$ cat src/rtl/vreg_write_sequencer.sv
// Write-port sequencer for the 16x4x32 vector register set: round-robin arbitration between
// ALU writeback (src0) and memory load (src1), one register-file write per enabled lane.
module vreg_write_sequencer #(
  parameter int DATA_W = 32,
  parameter int LANES  = 4,
  parameter int ROW_AW = 4
) (
  input  logic                    clk,
  input  logic                    reset,
  input  logic [1:0]              req_valid,
  output logic [1:0]              req_ready,
  input  logic [ROW_AW-1:0]       req_row0,
  input  logic [ROW_AW-1:0]       req_row1,
  input  logic [LANES*DATA_W-1:0] req_data0,
  input  logic [LANES*DATA_W-1:0] req_data1,
  input  logic [LANES-1:0]        req_mask0,
  input  logic [LANES-1:0]        req_mask1,
  output logic                    writeEnable,
  output logic [ROW_AW-1:0]       writeAddressR,
  output logic [1:0]              writeAddressC,
  output logic [DATA_W-1:0]       writeData,
  output logic                    busy_valid,
  output logic [ROW_AW-1:0]       busy_row,
  output logic                    done,
  output logic                    done_src
);

  typedef enum logic {IDLE, WRITE} state_t;

  state_t                  state, state_n;
  logic [ROW_AW-1:0]       row_q;
  logic [LANES*DATA_W-1:0] data_q;
  logic [LANES-1:0]        rem_q, rem_n;
  logic                    src_q;
  logic                    ptr;
  logic                    done_q;
  logic [1:0]              col_q;

  logic [1:0]              low_col;
  logic [1:0]              out_col;
  logic                    last_lane;
  logic                    accepting;
  logic                    grant_src;
  logic                    accept;
  logic [ROW_AW-1:0]       sel_row;
  logic [LANES*DATA_W-1:0] sel_data;
  logic [LANES-1:0]        sel_mask;
  logic [DATA_W-1:0]       lane_data [LANES];

  for (genvar g = 0; g < LANES; g++) begin : g_lane
    assign lane_data[g] = data_q[g*DATA_W +: DATA_W];
  end

  always_comb begin
    low_col = '0;
    for (int i = LANES - 1; i >= 0; i--) begin
      if (rem_q[i]) low_col = 2'(i);
    end
  end

  assign last_lane = (state == WRITE) && (rem_q != '0) && ((rem_q & (rem_q - LANES'(1))) == '0);
  assign accepting = reset && ((state == IDLE) || last_lane);
  assign grant_src = (req_valid == 2'b11) ? ptr : req_valid[1];
  assign req_ready = accepting ? (grant_src ? 2'b10 : 2'b01) : 2'b00;
  assign accept    = |(req_valid & req_ready);

  assign sel_row  = grant_src ? req_row1  : req_row0;
  assign sel_data = grant_src ? req_data1 : req_data0;
  assign sel_mask = grant_src ? req_mask1 : req_mask0;

  always_comb begin
    state_n = state;
    rem_n   = rem_q;
    if (state == WRITE) begin
      rem_n   = rem_q & (rem_q - LANES'(1));
      state_n = last_lane ? IDLE : WRITE;
    end
    if (accept) begin
      rem_n = sel_mask;
      if (sel_mask != '0) state_n = WRITE;
    end
  end

  // Row/data only load on a non-zero mask so the write-port outputs stay frozen outside WRITE.
  always_ff @(posedge clk) begin
    if (!reset) begin
      state  <= IDLE;
      rem_q  <= '0;
      ptr    <= 1'b0;
      done_q <= 1'b0;
      row_q  <= '0;
      data_q <= '0;
      src_q  <= 1'b0;
      col_q  <= '0;
    end else begin
      state  <= state_n;
      rem_q  <= rem_n;
      done_q <= accept && (sel_mask == '0);
      if (state == WRITE) col_q <= low_col;
      if (accept) begin
        ptr   <= ~grant_src;
        src_q <= grant_src;
        if (sel_mask != '0) begin
          row_q  <= sel_row;
          data_q <= sel_data;
        end
      end
    end
  end

  assign out_col       = (state == WRITE) ? low_col : col_q;
  assign writeEnable   = (state == WRITE);
  assign writeAddressR = row_q;
  assign writeAddressC = out_col;
  assign writeData     = lane_data[out_col];
  assign busy_valid    = (state == WRITE);
  assign busy_row      = row_q;
  assign done          = done_q || last_lane;
  assign done_src      = src_q;

endmodule

$ cat config.mk
export PLATFORM = sky130hd
export DESIGN_NAME = vreg_write_sequencer
export DESIGN_NICKNAME = d
export VERILOG_FILES = /design/src/rtl/vreg_write_sequencer.sv
export SDC_FILE = /design/constraint.sdc
export NUM_CORES = 1
export LEC_CHECK = 0
export CAP_MARGIN = 20
export CELL_PAD_IN_SITES_DETAIL_PLACEMENT = 1
export CELL_PAD_IN_SITES_GLOBAL_PLACEMENT = 2
export CORE_UTILIZATION = 26
export CTS_BUF_LIST = sky130_fd_sc_hd__clkbuf_8 sky130_fd_sc_hd__clkbuf_16
export DETAILED_ROUTE_END_ITERATION = 12
export PLACE_DENSITY = 0.91
export SLEW_MARGIN = 20
export SYNTH_ARGS = -nofsm -noshare
export SYNTH_HDL_FRONTEND = slang
export SYNTH_SLANG_ARGS = --single-unit
$ cat constraint.sdc
create_clock -name clk -period 2.5 [get_ports clk]
set_input_delay 0.5 -clock clk [delete_from_list [all_inputs] [get_ports clk]]
set_output_delay 0.5 -clock clk [all_outputs]
set_load 0.005 [all_outputs]
==> key figures <==
Run status
  – Result of the run: finished, violations left
  – Failing checks: setup timing

Placed design
  – Detail Placement HPWL: ~19000 um
  – Count of port buffers added during placement: ~320
  – Setup slack after placement: -412 ps
  – Weighted congestion at the end of routability-driven global placement: approximately 0.74

Timing
  – Normalized max-slew margin: a little under two thirds
  – Crit share post-route: 102%
  – Sum of negative setup slack: -180 ps
  – Worst Skew: about 10 ps
  – Final hold violation count: 0
  – Slew of the pin with the lowest slew margin: roughly 540 ps
  – Final worst slack: -41.6 ps
  – Final setup vio count: 9
  – Min Clock Period, post-route: 2540 ps
  – WHS: 505 ps
  – Setup repair after global routing missed its margin: true
  – Maximum frequency from static timing analysis: ~0.39 GHz
  – Number of pins exceeding their max-slew limit in the final report: 0

Logic synthesis
  – Post-synth top area share: between 30% and 40%
  – Post-synthesis register bit count: between 100 and 150
  – Post-synthesis average cell area: ~11 sq um
  – Most frequent cell after synthesis: sky130_fd_sc_hd__mux2i_1
  – Asr flop ratio synth: 0%
  – Sequential cell area fraction in the yosys report: about a third
  – Syn nets: ~1000
  – Synth top area cells: sky130_fd_sc_hd__dfxtp_1 35%, sky130_fd_sc_hd__mux2i_1 29%, sky130_fd_sc_hd__a211oi_2 20%
  – Number of flops mapped to enable cells by yosys: 0
  – Library cells used by synthesis: 37
  – Biggest area consumer among synthesized cells: sky130_fd_sc_hd__dfxtp_1
  – Ys Warns: 0
  – Synth cell count leaders: 233 x sky130_fd_sc_hd__mux2i_1, 142 x sky130_fd_sc_hd__dfxtp_1, 137 x sky130_fd_sc_hd__nor2_1, 128 x sky130_fd_sc_hd__a211oi_2, 32 x sky130_fd_sc_hd__clkbuf_1
  – Synthesized netlist cell count: about 760
  – Post-synthesis instance area: between 8000 and 9000 sq um
  – Main flop type after synthesis: sky130_fd_sc_hd__dfxtp_1

Clock network
  – Clock root buffer master: sky130_fd_sc_hd__clkbuf_16
  – Clk Latency, worst-skew pair: about 400 ps
  – Number of buffers added to fix hold violations after cts: 0
  – Sinks on Clock Net: 142
  – Num CTS Buffers: 17
  – CTS tree: done
  – Clock Pin Slew Worst Setup and Hold Paths: about 70 ps
  – Clock Tree Buf Depth: 2
  – Number of levels in the clock H-tree: 4

Flow run
  – Total of max-cap violations: 0

Critical path
  – Data required time at the worst endpoint: about 2000 ps
  – Endpoint type of the worst setup path: output pin
  – R2R Path Start: rem_q[0]
  – Arrival time worst endpoint: roughly 2000 ps
  – WS Path Type: flip-flop to output pin
  – Endpoint of the most critical register-to-register path: data_q[45]
  – Biggest fanout along the worst timing path: 8
  – Count of cells along the worst register-to-register path: 9
  – Startpoint type of the worst setup path: flip-flop
  – R2R setup slack: between 100 and 150 ps

Global route
  – Largest net degree at the start of global routing: slightly below 70
  – Antenna violations before repair: 0
  – Overall routing resource usage: between 10% and 20%
  – Total congestion overflow after global routing: 0
  – Wire length of the first global-routing pass: just over 40000 um
  – Via count of the first global-routing pass: 7632

Detailed routing
  – Detailed Route WL: around 27000 um
  – DRT Pass-1 Iters: 4
  – Number of remaining DRC errors: 0
  – Initial DRC Count: a little over 200
  – Via count of the routed design: around 7200
  – Per-cell via count in the routed design: between 4 and 5
  – Antenna viol nets, final: 0
  – Wire length per cell after detailed routing: roughly 17 um

Finish
  – Antenna diodes: 0
  – Utilization after layout: about 43%
  – Post-layout nets: approximately 1400
  – Filler Cell Count: between 3000 and 4000
  – Area grow syn2layout: 63.5%
  – Fraction of layout cells with a size suffix above 1: 29.0%

Floorplanning
  – Vertical extent of the die: 178 um
  – Number of placed I/O pins: 324
  – Number of core rows: 64
  – Core area: slightly above 30000 sq um
  – Starting density of the core: a little over a quarter
  – Width of the die: between 150 and 200 um
  – Die area: about 32000 sq um

Pwr
  – Worst IR drop on VDD: around 0.4 mV
  – Post-route total power: 8230 uW
  – Static power due to leakage: around 0.0054 uW
  – Power density of the placed cells: 622 nW/um^2

Worst hold path
  – Worst min path class: flip-flop to flip-flop
  – Min-delay src: data_q[90]
  – Min-Delay Path Depth: 2
  – Hold-critical path endpoint: data_q[90]
## logic make-up (layout without fill, tap and decap cells)
logic type	Yosys count	count (layout)	share of synthesized area [%]
muxes	234	234	28.9
DFF	142	142	35.1
and+or+nand+nor	154	154	7.84
AOI/OAI and AO/OA	151	151	21.9
buffers and inverters	82	460	6.12
xor gates and xnor gates	1	1	0.108
## cell type report
| class | instances | area [sq um] | area share, % |
|---|---|---|---|
| Multi-Input combinational cell | 540 | 4970 | 37.5 |
| Timing Repair Buffer | 425 | 4250 | 32.1 |
| Clock buffer | 17 | 425 | 3.21 |
| Tap cell | 396 | 495 | 3.74 |
| Clock inverter | 14 | 215 | 1.63 |
| Sequential cell | 142 | 2860 | 21.6 |
| Inverter | 4 | 22.5 | 0.170 |
## critical path: stages (launching register included)
cell and delay (ps):
sky130_fd_sc_hd__dfxtp_2 430, sky130_fd_sc_hd__a21oi_4 50, sky130_fd_sc_hd__o22ai_4 220, sky130_fd_sc_hd__buf_6 180, sky130_fd_sc_hd__buf_12 160, sky130_fd_sc_hd__buf_6 120, sky130_fd_sc_hd__mux2i_4 220, sky130_fd_sc_hd__mux2i_1 100
sky130_fd_sc_hd__buf_2 140
## flip-flops by register name (all words and copies together) (netlist names)
name,count
busy_row,4
done_q,1
col_q,2
done_src,1
busy_valid,1
data_q,128
ptr,1
rem_q,4
## routing by layer
| layer | global-route usage [%] | vias up | share of wire (%) |
|---|---|---|---|
| met3 | 3.22 | 25 | 5.5 |
| met4 | 4.98 | 0 | 1.6 |
| met2 | 30.1 | 217 | 51 |
| met5 | 0 | - | 0 |
| li1 | - | 3534 | - |
| met1 | 19.4 | 3436 | 42 |
## worst max-delay path by stage
stage          slack [ps]  cells after the start          from             to
2_1_floorplan         210                      4    busy_valid  writeData[10]
3_3_place_gp         -270                      7  req_valid[0]     data_q[81]
3_5_place_dp         -410                      7  req_valid[0]     data_q[88]
4_1_cts              -100                      9      rem_q[0]   writeData[6]
5_1_grt              -150                      9      rem_q[0]   writeData[5]
6_report              -40                      8      rem_q[1]  writeData[29]
## layout by cell type (no fill, tap or decap), types with 2 or more instances in the layout
cell	netlist	routed
sky130_fd_sc_hd__clkdlybuf4s50_1	0	286
sky130_fd_sc_hd__mux2i_1	233	220
sky130_fd_sc_hd__dfxtp_1	142	137
sky130_fd_sc_hd__nor2_1	137	135
sky130_fd_sc_hd__a211oi_2	128	128
sky130_fd_sc_hd__buf_4	19	57
sky130_fd_sc_hd__buf_2	9	32
sky130_fd_sc_hd__buf_6	14	18
sky130_fd_sc_hd__clkbuf_16	0	17
sky130_fd_sc_hd__buf_12	0	17
sky130_fd_sc_hd__mux2i_4	0	7
sky130_fd_sc_hd__mux2i_2	0	6
sky130_fd_sc_hd__buf_16	0	6
sky130_fd_sc_hd__inv_6	0	5
sky130_fd_sc_hd__bufinv_16	0	5
sky130_fd_sc_hd__inv_1	4	4
sky130_fd_sc_hd__a211oi_1	4	4
sky130_fd_sc_hd__dfxtp_4	0	4
sky130_fd_sc_hd__buf_8	0	4
sky130_fd_sc_hd__clkinvlp_4	0	3
sky130_fd_sc_hd__clkbuf_2	0	3
sky130_fd_sc_hd__nor3_4	1	2
sky130_fd_sc_hd__or4b_4	0	2
sky130_fd_sc_hd__or4_1	2	2
sky130_fd_sc_hd__or3_1	2	2
sky130_fd_sc_hd__o2111ai_1	3	2
sky130_fd_sc_hd__o21ai_0	2	2
sky130_fd_sc_hd__a21oi_1	4	2
sky130_fd_sc_hd__dlygate4sd2_1	0	2
## per-stage QoR
stage | std cells | cell area (sq um)
6_report | 1538 | 13200
3_3_place_gp | 1458 | 11900
5_1_grt | 1538 | 13200
2_1_floorplan | 764 | 8100
4_1_cts | 1527 | 13100
3_5_place_dp | 1458 | 11900
## what timing repair did
item,in CTS,in global routing
pin swaps,7,8
endpoints found under the setup margin,166,35
gates resized for setup,194,23
cloned,5,0
buffers inserted,35,12
## power breakdown
group	leakage, uW	switching, uW	total [uW]	internal [uW]
logic	0.00396	1210	2710	1500
registers	0.00117	174	2710	2530
clock network	0.000309	1040	2810	1770
total	0.00545	2430	8230	5800
Note: power is estimated with default switching activity, not from simulation.
